$ cat src/rtl/gold_miner_pkg.sv
// Shared gold-miner types: round-sequencer states, timer reload value, per-level target.
// Pure declarations; no latency and no flow control.
package gold_miner_pkg;

    typedef enum logic [2:0] {
        ST_IDLE,
        ST_PLAY,
        ST_JUDGE,
        ST_CLEAR,
        ST_LOSE,
        ST_WIN
    } state_e;

    localparam int TIMER_RELOAD_SECS = 45;

    function automatic int target_of(input int lvl, input int base, input int step);
        return base + lvl * step;
    endfunction

endpackage

$ cat src/rtl/bcd2_to_bin.sv
// Two BCD digits to 6-bit binary, one registered stage; present only when ROUND_TIME_BONUS_EN is defined.
// Free-running: samples every cycle, no handshake.
`ifdef ROUND_TIME_BONUS_EN
module bcd2_to_bin (
    input  logic       clk,
    input  logic       resetn,
    input  logic [3:0] tenth_i,
    input  logic [3:0] oneth_i,
    output logic [5:0] bin_o
);

    logic [6:0] sum_w;
    logic [5:0] bin_q;
    logic       unused_msb;

    // tens * 10 computed as tens*8 + tens*2
    assign sum_w      = {tenth_i, 3'b000} + {2'b00, tenth_i, 1'b0} + {3'b000, oneth_i};
    assign unused_msb = sum_w[6];

    always_ff @(posedge clk) begin
        if (!resetn) begin
            bin_q <= '0;
        end else begin
            bin_q <= sum_w[5:0];
        end
    end

    assign bin_o = bin_q;

endmodule
`endif

$ cat src/rtl/round_controller.sv
// Gold-miner round sequencer: timer enable, score accumulation, per-level judging; all outputs registered, 1-cycle latency.
// No backpressure: single-cycle pulses are consumed when seen. Time bonus enabled by ROUND_TIME_BONUS_EN.
module round_controller
    import gold_miner_pkg::*;
#(
    parameter int SCORE_W     = 12,
    parameter int LEVELS      = 4,
    parameter int TARGET_BASE = 100,
    parameter int TARGET_STEP = 50,
    localparam int LVL_W      = (LEVELS > 1) ? $clog2(LEVELS) : 1
) (
    input  logic               clk,
    input  logic               resetn,
    input  logic               start,
    input  logic               item_valid,
    input  logic [7:0]         item_value,
    input  logic               time_done,
    input  logic [3:0]         tenth,
    input  logic [3:0]         oneth,
    output logic               timer_enable,
    output logic [SCORE_W-1:0] score,
    output logic [SCORE_W-1:0] round_score,
    output logic [LVL_W-1:0]   level,
    output logic               round_won,
    output logic               game_over,
    output logic               game_won
);

    localparam logic [SCORE_W-1:0] SCORE_MAX  = '1;
    localparam logic [LVL_W-1:0]   LAST_LEVEL = LVL_W'(LEVELS - 1);

    state_e             state_q, state_d;
    logic [SCORE_W-1:0] score_q, score_d, round_q, round_d;
    logic [LVL_W-1:0]   level_q, level_d;
    logic               te_q, won_q, over_q, gwon_q;
    logic [31:0]        target_w;

    function automatic logic [SCORE_W-1:0] sat_add(input logic [SCORE_W-1:0] a, input logic [7:0] b);
        logic [SCORE_W:0] s;
        s = {1'b0, a} + {{(SCORE_W-7){1'b0}}, b};
        return s[SCORE_W] ? SCORE_MAX : s[SCORE_W-1:0];
    endfunction

    assign target_w = 32'(target_of(32'(level_q), TARGET_BASE, TARGET_STEP));

`ifdef ROUND_TIME_BONUS_EN
    logic [5:0] digits_bin;
    logic [5:0] bonus_w;
    logic       bonus_zero_q;

    bcd2_to_bin u_bcd2_to_bin (
        .clk     (clk),
        .resetn  (resetn),
        .tenth_i (tenth),
        .oneth_i (oneth),
        .bin_o   (digits_bin)
    );

    // JUDGE always follows the exit cycle, so the registered conversion holds exactly the exit-cycle digits
    always_ff @(posedge clk) begin
        if (!resetn) begin
            bonus_zero_q <= 1'b1;
        end else if (state_q == ST_PLAY && state_d == ST_JUDGE) begin
            bonus_zero_q <= time_done;
        end
    end

    assign bonus_w = bonus_zero_q ? 6'd0 :
                     (digits_bin > 6'(TIMER_RELOAD_SECS)) ? 6'(TIMER_RELOAD_SECS) : digits_bin;
`else
    logic unused_digits;
    assign unused_digits = ^{tenth, oneth};
`endif

    always_comb begin
        state_d = state_q;
        score_d = score_q;
        round_d = round_q;
        level_d = level_q;
        case (state_q)
            ST_IDLE: begin
                score_d = '0;
                round_d = '0;
                level_d = '0;
                if (start) state_d = ST_PLAY;
            end
            ST_PLAY: begin
                if (item_valid) begin
                    round_d = sat_add(round_q, item_value);
                    score_d = sat_add(score_q, item_value);
                end
                if (time_done || (32'(round_d) >= target_w)) state_d = ST_JUDGE;
            end
            ST_JUDGE: begin
                if (32'(round_q) >= target_w) begin
                    state_d = (level_q == LAST_LEVEL) ? ST_WIN : ST_CLEAR;
`ifdef ROUND_TIME_BONUS_EN
                    score_d = sat_add(score_q, {2'b00, bonus_w});
`endif
                end else begin
                    state_d = ST_LOSE;
                end
            end
            ST_CLEAR: begin
                if (start) begin
                    level_d = level_q + LVL_W'(1);
                    round_d = '0;
                    state_d = ST_PLAY;
                end
            end
            ST_LOSE, ST_WIN: begin
                if (start) begin
                    score_d = '0;
                    round_d = '0;
                    level_d = '0;
                    state_d = ST_IDLE;
                end
            end
            default: state_d = ST_IDLE;
        endcase
    end

    always_ff @(posedge clk) begin
        if (!resetn) begin
            state_q <= ST_IDLE;
            score_q <= '0;
            round_q <= '0;
            level_q <= '0;
            te_q    <= 1'b0;
            won_q   <= 1'b0;
            over_q  <= 1'b0;
            gwon_q  <= 1'b0;
        end else begin
            state_q <= state_d;
            score_q <= score_d;
            round_q <= round_d;
            level_q <= level_d;
            te_q    <= (state_d == ST_PLAY);
            won_q   <= (state_d == ST_CLEAR);
            over_q  <= (state_d == ST_LOSE);
            gwon_q  <= (state_d == ST_WIN);
        end
    end

    assign timer_enable = te_q;
    assign score        = score_q;
    assign round_score  = round_q;
    assign level        = level_q;
    assign round_won    = won_q;
    assign game_over    = over_q;
    assign game_won     = gwon_q;

endmodule

$ cat config.mk
export PLATFORM = sky130hd
export DESIGN_NAME = round_controller
export DESIGN_NICKNAME = d
export VERILOG_FILES = /design/src/rtl/gold_miner_pkg.sv /design/src/rtl/bcd2_to_bin.sv /design/src/rtl/round_controller.sv
export SDC_FILE = /design/constraint.sdc
export NUM_CORES = 1
export LEC_CHECK = 0
export ABC_CLOCK_PERIOD_IN_PS = 3500
export BUFFER_PORTS_ARGS = -buffer_cell sky130_fd_sc_hd__buf_2
export CAP_MARGIN = 0
export CORE_MARGIN = 3
export CORE_UTILIZATION = 30
export CTS_CLUSTER_DIAMETER = 40
export DETAILED_ROUTE_END_ITERATION = 12
export PLACE_DENSITY = 0.56
export SYNTH_ARGS = -nofsm -noshare
export SYNTH_HDL_FRONTEND = slang
export SYNTH_SLANG_ARGS = --single-unit
$ cat constraint.sdc
create_clock -name clk -period 3.5 [get_ports clk]
set_input_delay 0.35 -clock clk [delete_from_list [all_inputs] [get_ports clk]]
set_output_delay 0.35 -clock clk [all_outputs]
set_load 0.02 [all_outputs]
==> key figures, run 1 <==
Final layout
  • Filler cells: 867
  • ANT cells: 0
  • Post-route cell area: 0.00332 mm²
  • Final net count: 452
  • Layout cells sized above 1: around a quarter
  • Area Overhead vs Synth: 23.4%
  • Post-layout util: between 30% and 40%
  • Non-filler instance count after layout: 498

Die
  • Core area: 0.00846 mm²
  • DIE WIDTH: 101 µm
  • IO Count: 51
  • Starting density of the core: 31.8%
  • Die area: 0.0101 mm²
  • Die H: about 100 µm
  • FP Rows: 33

Synth
  • Synthesized instance count: between 300 and 400
  • Ys flop type: dfxtp_1
  • Syn Std Cell Area: roughly 0.0027 mm²
  • YS warnings: 0
  • Syn_nets: 394
  • Number of synthesized register bits: 33
  • Sequential share of the synthesized area: roughly 25%
  • Syn avg cell area: 8.03 µm²
  • Async SR Flop Fraction: 0%
  • Unique masters post-synth: 54
  • Number of flops mapped to enable cells by yosys: 0

Worst hold path
  • Hold path startpoint: score[7]$_SDFFE_PN0P_
  • Worst Hold Class: register to register
  • Hold Path End: score[7]$_SDFFE_PN0P_
  • Worst Hold Depth: 2

STA
  • Fin. Hold Viols: 0
  • Crit path time final: about 3.3 ns
  • Max_slew headroom: 61.0%
  • Final period utilization: 95.5%
  • Final setup viols: 0
  • Worst Skew: 0.00660 ns
  • Worst-margin pin slew: 0.582 ns
  • Slew Viols, Final: 0
  • Achievable Freq: 0.299 GHz
  • Setup_tns: 0 ns

GRT
  • Global Route Usage Sum: between 10% and 20%
  • Largest net degree at the start of global routing: 33
  • Antenna violations before repair: 0
  • Met2 GRT Util: 25.1%
  • Grt met1 use: about 21%
  • Met3 Track Usage GR: under 10%
  • Vias in the first global route: 2508
  • First-pass GRT wire length: 12700 µm
  • Gr ovfl total: 0
  • Most used routing layer: met2

Flow run
  • Max cap viols: 0

Placed design
  • Post-placement cell area: 0.00312 mm²
  • Post-Place Cells: 488
  • Gpl congestion: 0.872
  • Port Buffer Count: 42
  • Post-DP HPWL: ~5800 µm

Worst setup path
  • R2r startpoint: round_score[0]$_SDFFE_PN0P_
  • R2R depth: 15
  • R2R Path End: state_q[1]$_SDFF_PN0_
  • Max FO, Critical Path: 4
  • CP Data Required Time: around 3.7 ns
  • Reg2reg setup slack: roughly 0.16 ns
  • Worst Setup Start Kind: register
  • CP max stage delay: 0.42 ns
  • Cells along the critical path: ha_2, fa_2, a211oi_4, o211ai_2, nand4_2, buf_6, a31oi_2, ha_1, nor2b_1, o21ai_1, nand2_1, a31oi_2, o21ai_1, o31a_1, o21a_1
  • Crit path kind: register to register
  • Slowest library cell on the worst path: fa_2
  • Critical Path AT: ~3.5 ns
  • Critical Path Sink Type: register

Pwr
  • Peak supply drop: 0.157 mV
  • Cell area power density: approximately 330 mW/mm²
  • Total Power: around 1100 µW
  • Pleak: approximately 0.0015 µW

Clock network
  • Worst skew pair latency: 0.29 ns
  • CTS root buf: clkbuf_8
  • Reg clk slew, reported paths: 0.07 ns
  • H-tree levels: 2
  • Num CTS Buffers: 5
  • CTS tree: built
  • Hold buffers post-CTS: 0
  • CTS max path bufs: 2
  • Num Clock Sinks: 33

Drt
  • Via count: 2668
  • First drt pass iteration count: 4
  • DRC Markers: 0
  • DR vias/cell: 5.36
  • Post-DR wirelength/cell: 15.5 µm
  • Post-route ant nets: 0
  • Routed wire length: 7720 µm
  • Initial DRC count: 145

Outcome
  • Outcome: completed
-- cell type report --
| cell class | count | area, µm² | share of cell area [%] |
|---|---|---|---|
| Clock buffer | 5 | 68.8 | 2.07 |
| Clock inverter | 2 | 35.0 | 1.06 |
| Inverter | 13 | 48.8 | 1.47 |
| Multi-Input combinational cell | 277 | 2000 | 60.3 |
| Sequential cell | 33 | 661 | 19.9 |
| Tap cell | 105 | 131 | 3.96 |
| Timing Repair Buffer | 63 | 372 | 11.2 |
-- critical path, delay by kind of cell (launching register included) --
kind	cells	cell delay [ns]
AOI/OAI and AO/OA	8	1.47
adders and majority gates	3	0.95
and+or+nand+nor	3	0.36
DFF	1	0.33
buffers and inverters	1	0.12
-- cell families (layout without fill, tap and decap cells) --
logic type | Yosys count | in the layout | synth area share [%]
xor+xnor | 5 | 5 | 1.63
simple gates | 116 | 116 | 22.8
buf+inv | 25 | 83 | 3.54
compound gates | 118 | 118 | 29.2
fa+ha+maj | 38 | 38 | 18.2
flops | 33 | 33 | 24.6
-- Yosys cell counts (2+ instances only) --
cell | n | area, µm²
a211oi_1 | 5 | 37.5
a21boi_0 | 5 | 37.5
a21o_1 | 4 | 30.0
a21oi_1 | 21 | 105
a22oi_1 | 11 | 82.6
a31o_2 | 2 | 17.5
a31oi_1 | 9 | 56.3
and2_1 | 2 | 12.5
and3_1 | 3 | 18.8
clkbuf_1 | 11 | 41.3
dfxtp_1 | 33 | 661
fa_1 | 2 | 40.0
ha_1 | 36 | 450
inv_1 | 13 | 48.8
nand2_1 | 21 | 78.8
nand2b_1 | 6 | 37.5
nand3_1 | 10 | 50.1
nand3b_1 | 2 | 15.0
nand4_1 | 3 | 18.8
nor2_1 | 33 | 124
nor2b_1 | 13 | 81.3
nor3_1 | 6 | 30.0
nor3b_1 | 4 | 30.0
nor4_1 | 2 | 12.5
o211ai_1 | 2 | 15.0
o21a_1 | 4 | 30.0
o21ai_0 | 29 | 145
o21bai_1 | 3 | 22.5
o22a_1 | 3 | 26.3
o22ai_1 | 3 | 18.8
o311ai_0 | 2 | 17.5
o31a_1 | 3 | 26.3
or2_2 | 4 | 25.0
or3_1 | 2 | 12.5
xnor2_1 | 3 | 26.3
xor2_1 | 2 | 17.5
-- report_power, final --
| part | switching, µW | internal, µW |
|---|---|---|
| Sequential | 17.4 | 392 |
| Combinational | 182 | 128 |
| Clock | 159 | 207 |
-- layer usage --
| layer | vias up | part of all wire, % |
|---|---|---|
| met2 | 47 | 46 |
| met5 | - | 0 |
| met3 | 6 | 4.0 |
| met4 | 0 | 0.79 |
| li1 | 1358 | - |
| met1 | 1257 | 49 |
-- what timing repair did --
item | 4_1_cts | 5_1_grt
resized for setup | 0 | 18
buffers inserted | 0 | 3
endpoints found under the setup margin | 0 | 3
-- cell usage in the layout, fill, tap and decap left out, types with 7 or more instances in the layout --
cell type,n
buf_2,42
ha_1,34
nor2_1,33
dfxtp_1,33
o21ai_0,26
nand2_1,20
buf_4,20
a21oi_1,19
inv_1,13
nor2b_1,13
a22oi_1,11
nand3_1,10
a31oi_1,7
-- metrics by stage --
stage          setup slack, ns  hold WS (ns)
2_1_floorplan            0.215         0.554
3_3_place_gp           -0.0269         0.473
3_5_place_dp            -0.115         0.483
4_1_cts                 0.0217         0.496
5_1_grt              -0.000665         0.522
6_report                 0.156         0.491
-- registers in the layout, summed over array words and instances, names as in the netlist --
name          cells
timer_enable      1
round_score      12
state_q           3
level             2
score            12
game_won          1
round_won         1
game_over         1
-- worst max-delay path by stage --
| stage | startpoint | depth (start not counted) | endpoint |
|---|---|---|---|
| 2_1_floorplan | round_score[0]$_SDFFE_PN0P_ | 14 | state_q[1]$_SDFF_PN0_ |
| 3_3_place_gp | item_value[0] | 15 | state_q[1]$_SDFF_PN0_ |
| 3_5_place_dp | item_value[0] | 15 | state_q[1]$_SDFF_PN0_ |
| 4_1_cts | round_score[0]$_SDFFE_PN0P_ | 14 | timer_enable$_SDFF_PN0_ |
| 5_1_grt | round_score[0]$_SDFFE_PN0P_ | 15 | state_q[1]$_SDFF_PN0_ |
| 6_report | round_score[0]$_SDFFE_PN0P_ | 15 | state_q[1]$_SDFF_PN0_ |
No activity file was read; power rests on OpenSTA's default activity.
==> run 2, diff against run 1 <==
RECOVER_POWER = 100   (was unset)
==> run 2 against run 1 <==
Effect of this change: cell count did not move; global-route usage unchanged; die area did not move; first-iteration DRC count is 19% lower; flip-flop and latch count unchanged; utilization shrank 0.49 points; clock power barely moved; critical path type unchanged; register-to-register slack hardly changed; worst setup slack got worse by 0.013 ns; sequential power about the same; cell area down 1.2%; largest power group unchanged.
==> key figures, run 2 (synthesis gave the netlist of run 1 again) <==
Drt
  • Post-DR wirelength/cell: between 15 and 20 µm
  • Initial DRC count: 117
  • DR vias/cell: 5.36
  • Routed wire length: 7690 µm
  • First drt pass iteration count: 4
  • Via count: 2671
  • Post-route ant nets: 0
  • DRC Markers: 0

Clock network
  • H-tree levels: 2
  • CTS max path bufs: 2
  • Num CTS Buffers: 5
  • Hold buffers post-CTS: 0
  • CTS tree: built
  • Reg clk slew, reported paths: 0.07 ns
  • CTS root buf: clkbuf_8
  • Num Clock Sinks: 33
  • Worst skew pair latency: 0.29 ns

GRT
  • Vias in the first global route: 2508
  • Antenna violations before repair: 0
  • Global Route Usage Sum: ~16%
  • First-pass GRT wire length: 12700 µm
  • Gr ovfl total: 0
  • Largest net degree at the start of global routing: 33

Pwr
  • Clock network fraction of design power: 33.8%
  • Peak supply drop: 0.157 mV
  • Pleak: ~0.0013 µW
  • Pint: 723 µW
  • Sequential Power Share: 37.9%
  • Sw power: 358 µW
  • Cell area power density: 330 mW/mm²
  • Comb pwr share: between 20% and 30%
  • Switching share of power: 33.1%

Placed design
  • Gpl congestion: just under 0.9
  • Port Buffer Count: 42
  • Post-placement cell area: 0.00312 mm²
  • Post-DP HPWL: around 5800 µm
  • Post-Place Cells: 488

STA
  • Worst-margin pin slew: 0.579 ns
  • Worst Skew: around 0.007 ns
  • Achievable Freq: 0.298 GHz
  • Slew Viols, Final: 0
  • Final period utilization: 95.9%
  • Max_slew headroom: 61.2%
  • Fin. Hold Viols: 0
  • Worst Hold Slack: 0.493 ns
  • Crit path time final: 3.36 ns
  • Final setup viols: 0

Die
  • IO Count: 51
  • DIE WIDTH: 101 µm
  • Die H: ~100 µm
  • Die area: 0.0101 mm²
  • Starting density of the core: 31.8%
  • FP Rows: 33
  • Core area: around 0.0085 mm²

Final layout
  • Final net count: 452
  • Post-route cell area: 0.00328 mm²
  • Non-filler instance count after layout: 498
  • Commonest non-fill, non-tap cell in the layout: ha_1
  • Layout cells sized above 1: between 15 and 20%
  • Most frequent cells in the layout: ha_1 (34), nor2_1 (33), dfxtp_1 (33), clkbuf_1 (31), o21ai_0 (26)
  • ANT cells: 0
  • Area Overhead vs Synth: 21.9%

Worst setup path
  • Max FO, Critical Path: 4
  • R2R depth: 15
  • Crit path kind: register to register
  • Critical Path Sink Type: register
  • Critical Path Source: round_score[0]$_SDFFE_PN0P_
  • Worst Setup Start Kind: register
  • Critical Path AT: ~3.6 ns
  • R2r startpoint: round_score[0]$_SDFFE_PN0P_
  • CP Data Required Time: 3.69 ns

Outcome
  • Outcome: completed

Worst hold path
  • Hold path startpoint: score[7]$_SDFFE_PN0P_
  • Worst Hold Class: register to register
  • Worst Hold Depth: 2

Flow run
  • Max cap viols: 0
-- run 2: cell count changes in the layout (fill, tap and decap cells not counted), sizes merged --
cell	previous run	this run
buf	63	32
clkbuf	5	36
-- run 2: area by class of cell --
type	instances	area (µm²)
multi-input cells	277	2000
well taps	105	131
clock inverters	2	35.0
clock buffers	5	68.8
inverters	13	48.8
repair buffers	63	330
fillers	872	5190
flip-flops and latches	33	661
-- run 2: stage by stage --
step                power (µW)  utilization [%]  setup TNS (ns)  worst slack, ns
floorplan                  618                -               0            0.215
global placement           709             36.9         -0.0381          -0.0269
detailed placement         712             36.9          -0.327           -0.115
CTS                       1080             38.1               0           0.0217
global route              1140             38.7       -0.000665        -0.000665
finish                    1080             38.7               0            0.143
-- run 2: critical path, stage by stage, from the launching register on --
cell and delay (ns):
dfxtp_1 0.33, ha_2 0.19, fa_2 0.42, a211oi_4 0.30, o211ai_2 0.13, nand4_2 0.14, buf_6 0.12, a31oi_2 0.11
ha_1 0.34, nor2b_1 0.14, o21ai_1 0.12, nand2_1 0.08, a31oi_2 0.18, o21ai_1 0.08, o31a_1 0.37, o21a_1 0.19
-- run 2: final timing paths --
path | endpoint | slack, ns
worst max-delay path | state_q[1]$_SDFF_PN0_ | 0.14
worst max register to register | state_q[1]$_SDFF_PN0_ | 0.14
worst min-delay path | score[7]$_SDFFE_PN0P_ | 0.49
worst min register to register | score[7]$_SDFFE_PN0P_ | 0.49
-- run 2: repair_timing --
action,CTS,global route
buffers inserted,0,3
endpoints found under the setup margin,0,3
hold endpoints to repair,0,0
resized for setup,0,18
-- run 2: routing by layer --
| layer | vias to the layer above | routed length, µm | GRT usage (%) |
|---|---|---|---|
| met5 | - | 0 | 0 |
| met4 | 0 | 55 | 3.63 |
| met3 | 5 | 310 | 3.18 |
| met2 | 50 | 3580 | 25.1 |
| met1 | 1260 | 3740 | 21.5 |
| li1 | 1356 | - | - |
-- run 2: power by group through the flow --
stage	Clock, µW	Combinational [µW]	Sequential (µW)
4_1_cts	375	296	409
3_5_place_dp	0	295	418
5_1_grt	386	344	413
2_1_floorplan	0	188	429
6_report	365	306	409
3_3_place_gp	0	292	417
==> run 3, diff against run 2 <==
PLACE_DENSITY = unset   (was 0.56)
==> run 3 against run 2 <==
Effect of this change: first-iteration DRC count is 25% higher; clock-buffer cell count up 2; sequential share of layout area decreased by 0.36 points; flip-flop and latch count unchanged.
==> key figures, run 3 (synthesis gave the netlist of run 1 again) <==
Outcome
  • Outcome: completed

Final layout
  • Layout cells sized above 1: 18.6%
  • Filler cells: 879
  • Seq. cell area: ~660 µm²
  • Multi-input logic area: between 0.002 and 0.0025 mm²
  • ANT cells: 0
  • Final net count: 451
  • Most frequent cells in the layout: nor2_1 (33), ha_1 (32), clkbuf_1 (31), dfxtp_1 (31), o21ai_0 (26)
  • Area Overhead vs Synth: 24.6%
  • Commonest non-fill, non-tap cell in the layout: nor2_1

Worst hold path
  • Hold path startpoint: score[5]$_SDFFE_PN0P_
  • Worst Hold Class: register to register
  • Hold Path End: score[5]$_SDFFE_PN0P_
  • Worst Hold Depth: 2

Drt
  • Post-route ant nets: 0
  • Post-DR wirelength/cell: 15.2 µm
  • First drt pass iteration count: 4
  • Routed wire length: 7590 µm
  • Initial DRC count: roughly 150
  • DR vias/cell: about 5.4
  • Via count: 2676
  • DRC Markers: 0

Clock network
  • Worst skew pair latency: 0.29 ns
  • Num Clock Sinks: 33
  • CTS tree: built
  • H-tree levels: 2
  • CTS max path bufs: 2
  • Num CTS Buffers: 5
  • Reg clk slew, reported paths: 0.07 ns
  • CTS root buf: clkbuf_8
  • Hold buffers post-CTS: 0

Worst setup path
  • Critical Path AT: 3.48 ns
  • Worst Setup Start Kind: register
  • R2r startpoint: round_score[0]$_SDFFE_PN0P_
  • CP max stage delay: 0.42 ns
  • Cells along the critical path: ha_4, fa_2, a211oi_4, o211ai_2, nand4_2, buf_4, a31oi_1, ha_1, nor2b_1, o21ai_0, nand2_1, a31oi_2, o21ai_1, o31a_1, o21a_1
  • CP Data Required Time: 3.68 ns
  • Crit path kind: register to register
  • Critical Path Source: round_score[0]$_SDFFE_PN0P_
  • CP Buf/Inv Count: 1
  • Slowest library cell on the worst path: fa_2
  • Top Family by Delay on Critical Path: compound AO/OA/AOI/OAI gates
  • Reg2reg setup slack: 0.20 ns
  • Critical Path Sink Type: register
  • R2R depth: 15
  • R2R Path End: state_q[1]$_SDFF_PN0_
  • Max FO, Critical Path: 4

STA
  • Slew Viols, Final: 0
  • Max_slew headroom: 57.5%
  • Final setup viols: 0
  • PnR worst setup slack: just over 0.2 ns
  • Achievable Freq: between 0.3 and 0.4 GHz
  • Fin. Hold Viols: 0
  • Worst Skew: 0.0105 ns
  • Final period utilization: between 90% and 100%
  • Worst-margin pin slew: 0.635 ns
  • Crit path time final: between 3 and 4 ns

Die
  • Core area: ~0.0085 mm²
  • Die H: 101 µm
  • IO Count: 51
  • Starting density of the core: 31.8%
  • DIE WIDTH: 101 µm
  • Die area: just over 0.01 mm²
  • FP Rows: 33

GRT
  • Largest net degree at the start of global routing: 33
  • Antenna violations before repair: 0
  • Gr ovfl total: 0
  • First-pass GRT wire length: 12500 µm
  • Global Route Usage Sum: 15.5%
  • Vias in the first global route: about 2500

Pwr
  • Total Power: between 1000 and 1500 µW
  • Peak supply drop: 0.156 mV
  • Cell area power density: 332 mW/mm²
  • Pleak: 0.00135 µW

Placed design
  • DP Worst Slack: -0.0769 ns
  • Post-DP HPWL: 5760 µm
  • Gpl congestion: 0.832
  • Port Buffer Count: 42

Flow run
  • Max cap viols: 0
[run 3: layout make-up]
type	count	area share (%)
tap	105	3.92
sequential	33	19.8
clock inverter	1	0.897
multi-input combinational	277	61.8
clock buffer	7	2.58
inverter	13	1.46
timing repair buffer	62	9.56
[run 3: what timing repair did]
item | in CTS | in global routing
setup buffers | 0 | 4
resized for setup | 0 | 28
endpoints found under the setup margin | 0 | 3
[run 3: report_power, final]
part	leakage, µW	switching (µW)	internal [µW]
sequential	0.000268	18.4	392
clock	0.0000585	147	232
combinational	0.00103	187	134
[run 3: stage by stage]
stage	cell area, µm²	setup TNS (ns)	std cells	hold slack (ns)	util [%]
after floorplan	2690	0	335	0.554	-
after global placement	3100	-0.0320	486	0.476	36.7
after detailed placement	3100	-0.208	486	0.481	36.7
after CTS	3220	0	494	0.497	38.0
after global routing	3350	-0.143	498	0.527	39.6
final	3350	0	498	0.495	39.6
[run 3: how the worst max path moves through the flow]
stage,to,slack [ns],cells after the start
after floorplan,state_q[1]$_SDFF_PN0_,0.21,14
after global placement,state_q[1]$_SDFF_PN0_,-0.02,15
after detailed placement,state_q[0]$_SDFF_PN0_,-0.08,15
after CTS,state_q[0]$_SDFF_PN0_,0.06,14
after global routing,state_q[1]$_SDFF_PN0_,-0.06,14
final,state_q[1]$_SDFF_PN0_,0.20,15
[run 3: routing by layer]
layer	track usage [%]	up-vias	part of all wire, %
met3	2.21	8	4.5
met4	4.77	0	1.5
met2	25.3	62	48
met1	21.1	1245	46
li1	-	1361	-
met5	0	-	0
[run 3: worst min-delay path, stage by stage, from the launching register on]
cell and delay, ns:
dfxtp_1 0.33, nand2_1 0.05, a21boi_0 0.06
